[config.mk]
export PLATFORM = sky130hd
export DESIGN_NAME = mem_req_initiator
export DESIGN_NICKNAME = d
export VERILOG_FILES = /design/src/rtl/mem_req_initiator.sv
export SDC_FILE = /design/constraint.sdc
export NUM_CORES = 1
export LEC_CHECK = 0
export ABC_AREA = 1
export CORE_MARGIN = 5
export CORE_UTILIZATION = 30
export DETAILED_ROUTE_END_ITERATION = 10
export PLACE_DENSITY_LB_ADDON = 0.08
export SYNTH_ARGS = -nofsm -noshare
export SYNTH_HDL_FRONTEND = slang
export SYNTH_SLANG_ARGS = --single-unit
[constraint.sdc]
create_clock -name clk -period 5.3 [get_ports clk]
set_clock_uncertainty 0.2 [all_clocks]
set_input_delay 0.795 -clock clk [delete_from_list [all_inputs] [get_ports clk]]
set_output_delay 0.795 -clock clk [all_outputs]
set_load 0.02 [all_outputs]
[src/rtl/mem_req_initiator.sv]
// Processor-side initiator for the tagged memory model: issues load/store commands with retry
// and tracks outstanding load tags in order. Define MEM_REQ_TIMEOUT_EN for the head-of-queue timeout.
module mem_req_initiator #(
    parameter int DEPTH   = 4,
    parameter int TIMEOUT = 255
) (
    input  logic                   clk,
    input  logic                   rst,
    input  logic                   req_valid,
    output logic                   req_ready,
    input  logic                   req_is_store,
    input  logic [31:0]            req_addr,
    input  logic [31:0]            req_data,
    output logic                   resp_valid,
    output logic [31:0]            resp_data,
    output logic                   resp_err,
    output logic [1:0]             proc2mem_command,
    output logic [31:0]            proc2mem_addr,
    output logic [31:0]            proc2mem_data,
    input  logic [3:0]             mem2proc_response,
    input  logic [31:0]            mem2proc_data,
    input  logic [3:0]             mem2proc_tag,
    output logic [$clog2(DEPTH):0] outstanding,
    output logic                   tag_err
);
    localparam int PW = $clog2(DEPTH);
    localparam int CW = PW + 1;
    localparam logic [PW-1:0] PTR_ONE   = PW'(1);
    localparam logic [CW-1:0] CNT_ONE   = CW'(1);
    localparam logic [CW-1:0] CNT_ZERO  = CW'(0);
    localparam logic [CW-1:0] CNT_FULL  = CW'(DEPTH);
    localparam logic [1:0]    CMD_NONE  = 2'd0;
    localparam logic [1:0]    CMD_LOAD  = 2'd1;
    localparam logic [1:0]    CMD_STORE = 2'd2;

    typedef enum logic [0:0] {IDLE = 1'b0, ISSUE = 1'b1} state_t;

    state_t        state_r, state_s;
    logic          req_ready_s, accept_s, push_s, match_s, tmo_pop_s, pop_s, full_s, empty_s;
    logic [1:0]    cmd_r;
    logic [31:0]   addr_r, data_r;
    logic [3:0]    tag_mem_r [DEPTH];
    logic [PW-1:0] wr_ptr_r, rd_ptr_r;
    logic [CW-1:0] count_r;
    logic          resp_valid_r, resp_err_r, tag_err_r;
    logic [31:0]   resp_data_r;

    assign full_s  = (count_r == CNT_FULL);
    assign empty_s = (count_r == CNT_ZERO);
    // Only the head is compared, so a tag pushed this cycle can never match this cycle.
    assign match_s = (mem2proc_tag != 4'd0) && !empty_s && (mem2proc_tag == tag_mem_r[rd_ptr_r]);
    assign pop_s   = match_s || tmo_pop_s;

    // Next-state, handshake and push decode
    always_comb begin
        state_s     = state_r;
        req_ready_s = 1'b0;
        accept_s    = 1'b0;
        push_s      = 1'b0;
        case (state_r)
            IDLE: begin
                req_ready_s = !full_s || req_is_store;
                if (req_valid && req_ready_s) begin
                    accept_s = 1'b1;
                    state_s  = ISSUE;
                end else begin
                    state_s  = IDLE;
                end
            end
            ISSUE: begin
                if (mem2proc_response != 4'd0) begin
                    state_s = IDLE;
                    push_s  = (cmd_r == CMD_LOAD);
                end else begin
                    state_s = ISSUE;
                end
            end
            default: state_s = IDLE;
        endcase
    end

    // State register
    always_ff @(posedge clk or posedge rst) begin
        if (rst) state_r <= IDLE;
        else     state_r <= state_s;
    end

    // Issue register; drives memory directly and holds steady while retrying
    always_ff @(posedge clk or posedge rst) begin
        if (rst) begin
            cmd_r  <= CMD_NONE;
            addr_r <= 32'd0;
            data_r <= 32'd0;
        end else if (accept_s) begin
            cmd_r  <= req_is_store ? CMD_STORE : CMD_LOAD;
            addr_r <= req_addr;
            data_r <= req_data;
        end else if ((state_r == ISSUE) && (mem2proc_response != 4'd0)) begin
            cmd_r  <= CMD_NONE;
        end
    end

    // Outstanding-load tag FIFO
    always_ff @(posedge clk or posedge rst) begin
        if (rst) begin
            wr_ptr_r <= {PW{1'b0}};
            rd_ptr_r <= {PW{1'b0}};
            count_r  <= CNT_ZERO;
            for (int i = 0; i < DEPTH; i++) tag_mem_r[i] <= 4'd0;
        end else begin
            if (push_s) begin
                tag_mem_r[wr_ptr_r] <= mem2proc_response;
                wr_ptr_r            <= wr_ptr_r + PTR_ONE;
            end
            if (pop_s) rd_ptr_r <= rd_ptr_r + PTR_ONE;
            case ({push_s, pop_s})
                2'b10:   count_r <= count_r + CNT_ONE;
                2'b01:   count_r <= count_r - CNT_ONE;
                default: count_r <= count_r;
            endcase
        end
    end

    // Response pulse and sticky unexpected-tag flag
    always_ff @(posedge clk or posedge rst) begin
        if (rst) begin
            resp_valid_r <= 1'b0;
            resp_data_r  <= 32'd0;
            resp_err_r   <= 1'b0;
            tag_err_r    <= 1'b0;
        end else begin
            resp_valid_r <= pop_s;
            resp_data_r  <= match_s ? mem2proc_data : 32'd0;
            resp_err_r   <= tmo_pop_s;
            tag_err_r    <= tag_err_r | ((mem2proc_tag != 4'd0) && !match_s);
        end
    end

`ifdef MEM_REQ_TIMEOUT_EN
    localparam int TW = $clog2(TIMEOUT + 1);
    localparam logic [TW-1:0] TMO_VAL = TW'(TIMEOUT);
    logic [TW-1:0] wait_r;

    // Cycles the current head has waited; restarts for each new head
    always_ff @(posedge clk or posedge rst) begin
        if (rst)                   wait_r <= {TW{1'b0}};
        else if (pop_s || empty_s) wait_r <= {TW{1'b0}};
        else                       wait_r <= wait_r + {{(TW-1){1'b0}}, 1'b1};
    end

    // A matching tag in the timeout cycle takes priority over the forced pop
    assign tmo_pop_s = !empty_s && (wait_r == TMO_VAL) && !match_s;
`else
    // TIMEOUT is a non-negative count, so this is inert without the timeout feature
    assign tmo_pop_s = (TIMEOUT < 0);
`endif

    assign req_ready        = req_ready_s & ~rst;
    assign proc2mem_command = cmd_r;
    assign proc2mem_addr    = addr_r;
    assign proc2mem_data    = data_r;
    assign resp_valid       = resp_valid_r;
    assign resp_data        = resp_data_r;
    assign resp_err         = resp_err_r;
    assign outstanding      = count_r;
    assign tag_err          = tag_err_r;
endmodule

==> impl_metrics.yaml <==
run_status:
  status: "finished, final reports clean"
final_layout:
  antenna_cells: 0
  fill_cells: 1512
  ff_latch_area_sq_um: 3100
  layout_common_cells: "211 x clkdlybuf4s50_1, 124 x dfrtp_1, 64 x mux2_2, 56 x nand2_1, 51 x inv_1"
  layout_commonest_cell: "clkdlybuf4s50_1"
  drive_gt1_frac: 0.199
  multi_input_area_sq_um: 1540
  area_delta_synth_final_pct: 59.9
  nets: 739
  final_area_sq_um: 7890
sta:
  worst_pin_slew_ns: 0.993
  post-route-min-period_ns: 3.29
  whs_ns: 0.257
  rsz0062_at_grt: "no"
  final.period_utilization: 0.620
  setup_tns_ns: 0
  report.final.slew_viol_count: 0
  max_clock_freq_ghz: 0.304
  slew_headroom: 0.338
  finalSetupViolations: 0
  hold_viol_final: 0
hold_path:
  worstHoldStart: "tag_err"
  min_path_type: "reg -> reg"
synth:
  synthCells: 406
  ys_types: 25
  netlist_area_sq_um: 4930
  yosysTopAreaCell: "dfrtp_1"
  ys_warn_count: 0
  avgSynthCellArea_sq_um: 12.1
  synth_fp_nets: 520
  synth_top_area_frac: 0.629
  ys_top_cells_by_area: "dfrtp_1 63%, mux2_2 15%, nand2_1 4.3%, inv_1 4.0%, nor2_2 2.8%"
  yosysSeqAreaShare: 0.629
  synth_seq_cells: 124
cts:
  clk_pin_slew_ns: 0.06
  cts_buffers: 17
  h-tree-depth: 4
  clk_path_buf_depth: 2
  cts_root_buf: "clkbuf_16"
  clock_sinks: 124
  cts.hold.buffers_added: 0
  clk_latency_ns: 0.41
  tritoncts: "yes"
  cts_resized: 0
  post_cts_buffers: 0
worst_setup_path:
  worstSetupPathType: "in -> reg"
  critPathLaunchType: "input pin"
  critPathRequiredTime_ns: 5.39
  rrSetupSlack_ns: 2.03
  crit_arrival_ns: 3.38
  startpoint: "mem2proc_tag[1]"
  cp-end-kind: "flop"
  cp_max_fo: 36
  worstReg2RegStart: "rd_ptr_r[0]"
floorplan:
  die_w_microns: 138
  rows: 46
  start_util: 0.308
  coreArea_sq_um: 16000
  dieHeight_microns: 138
  io_pins: 213
  die_area_sq_um: 19100
global_route:
  grt_overflow_total: 0
  grt_max_degree: 70
  grt_pass1_vias: 3908
  grt_usage: 0.148
  grt_pass1_wl_microns: 22000
  antenna_found_initial: 1
flow_run:
  max-cap-violations: 0
route:
  routedWlPerCell_microns: 16.2
  route.vias.total: 3656
  wl_met2_microns: 7010
  via_per_inst: 4.28
  met3_wirelength_microns: 909
  met1Wirelength_microns: 5680
  drcViolationCount: 0
  routed_wirelength_microns: 13800
  drtIter0Drc: 120
  firstDrtPassIters: 4
  top_layer_used: "met5"
  ant_nets: 0
pwr:
  p_leak_nw: 3.55
  power_per_cell_area_nw_per_um2: 528
  ir_drop_uv: 216
placement:
  port_buffers: 211
  place_congestion: 0.779
  dpl_cell_area_sq_um: 7240
  dp_hpwl_microns: 10400
==> per-stage QoR <==
| step | std cells | util | total power (W) | setup slack, ns |
|---|---|---|---|---|
| 3_3_place_gp | 822 | 0.453 | 0.00293 | 1.66 |
| 6_report | 854 | 0.493 | 0.00416 | 2.01 |
| 5_1_grt | 854 | 0.493 | 0.00441 | 1.65 |
| 3_5_place_dp | 822 | 0.453 | 0.00296 | 1.56 |
| 4_1_cts | 854 | 0.493 | 0.00424 | 1.97 |
| 2_1_floorplan | 406 | - | 0.00226 | 1.01 |
==> path summary, 6_finish.rpt <==
path,to,cells after the start
max reg2reg,outstanding[2],15
min in group asynchronous,proc2mem_data[1],2
max,outstanding[2],13
min reg2reg,tag_err,2
max in group asynchronous,proc2mem_data[30],3
min,tag_err,2
==> cell usage after synthesis (all sizes together) <==
library cell / count
dfrtp: 124
mux2: 64
nand2: 56
inv: 54
nor2: 37
o21ai: 22
nand3: 17
buf: 13
ha: 5
nand4: 4
a21oi: 2
nor3: 2
xnor2: 2
xor2: 2
conb: 1
fa: 1
==> cells by family after synthesis <==
logic type                 synth area share
DFF                                   0.629
and+or+nand+nor                       0.115
buffers and inverters                0.0609
muxes                                 0.146
AOI/OAI and AO/OA                    0.0244
adders and majority gates            0.0167
xor gates and xnor gates            0.00711
other                              0.000760
==> where the power goes <==
| group | internal [W] | switching (W) |
|---|---|---|
| Clock | 0.000836 | 0.000406 |
| Combinational | 0.000734 | 0.000767 |
| Sequential | 0.00125 | 0.000171 |
| Total | 0.00282 | 0.00134 |
==> layer usage <==
layer  GRT usage  vias to the layer above
li1            -                     1731
met1       0.170                     1762
met2       0.253                      143
met3      0.0572                       18
met4      0.0530                        2
met5           0                        -
==> critical path: stages <==
cell             delay, ns
clkdlybuf4s50_1       0.49
inv_1                 0.07
nand4_1               0.11
nand2_1               0.07
nor2_2                0.17
nand3_4               0.45
inv_1                 0.22
ha_1                  0.17
inv_1                 0.06
fa_1                  0.38
a21oi_1               0.14
o21ai_0               0.11
xnor2_1               0.14
==> sequential cells by signal, indices dropped and copies added (netlist names) <==
| register | cells |
|---|---|
| outstanding | 3 |
| proc2mem_addr | 32 |
| proc2mem_command | 2 |
| proc2mem_data | 32 |
| rd_ptr_r | 2 |
| resp_data | 32 |
| resp_valid | 1 |
| state_r | 1 |
| tag_err | 1 |
| tag_mem_r | 16 |
| wr_ptr_r | 2 |
==> cell type report <==
| cell class | instances | area share |
|---|---|---|
| Clock buffer | 22 | 0.0614 |
| Clock inverter | 10 | 0.0205 |
| Inverter | 54 | 0.0260 |
| Multi-Input combinational cell | 215 | 0.195 |
| Sequential cell | 124 | 0.393 |
| Tap cell | 216 | 0.0343 |
| Timing Repair Buffer | 213 | 0.270 |
(Power assumes the default switching activity.)
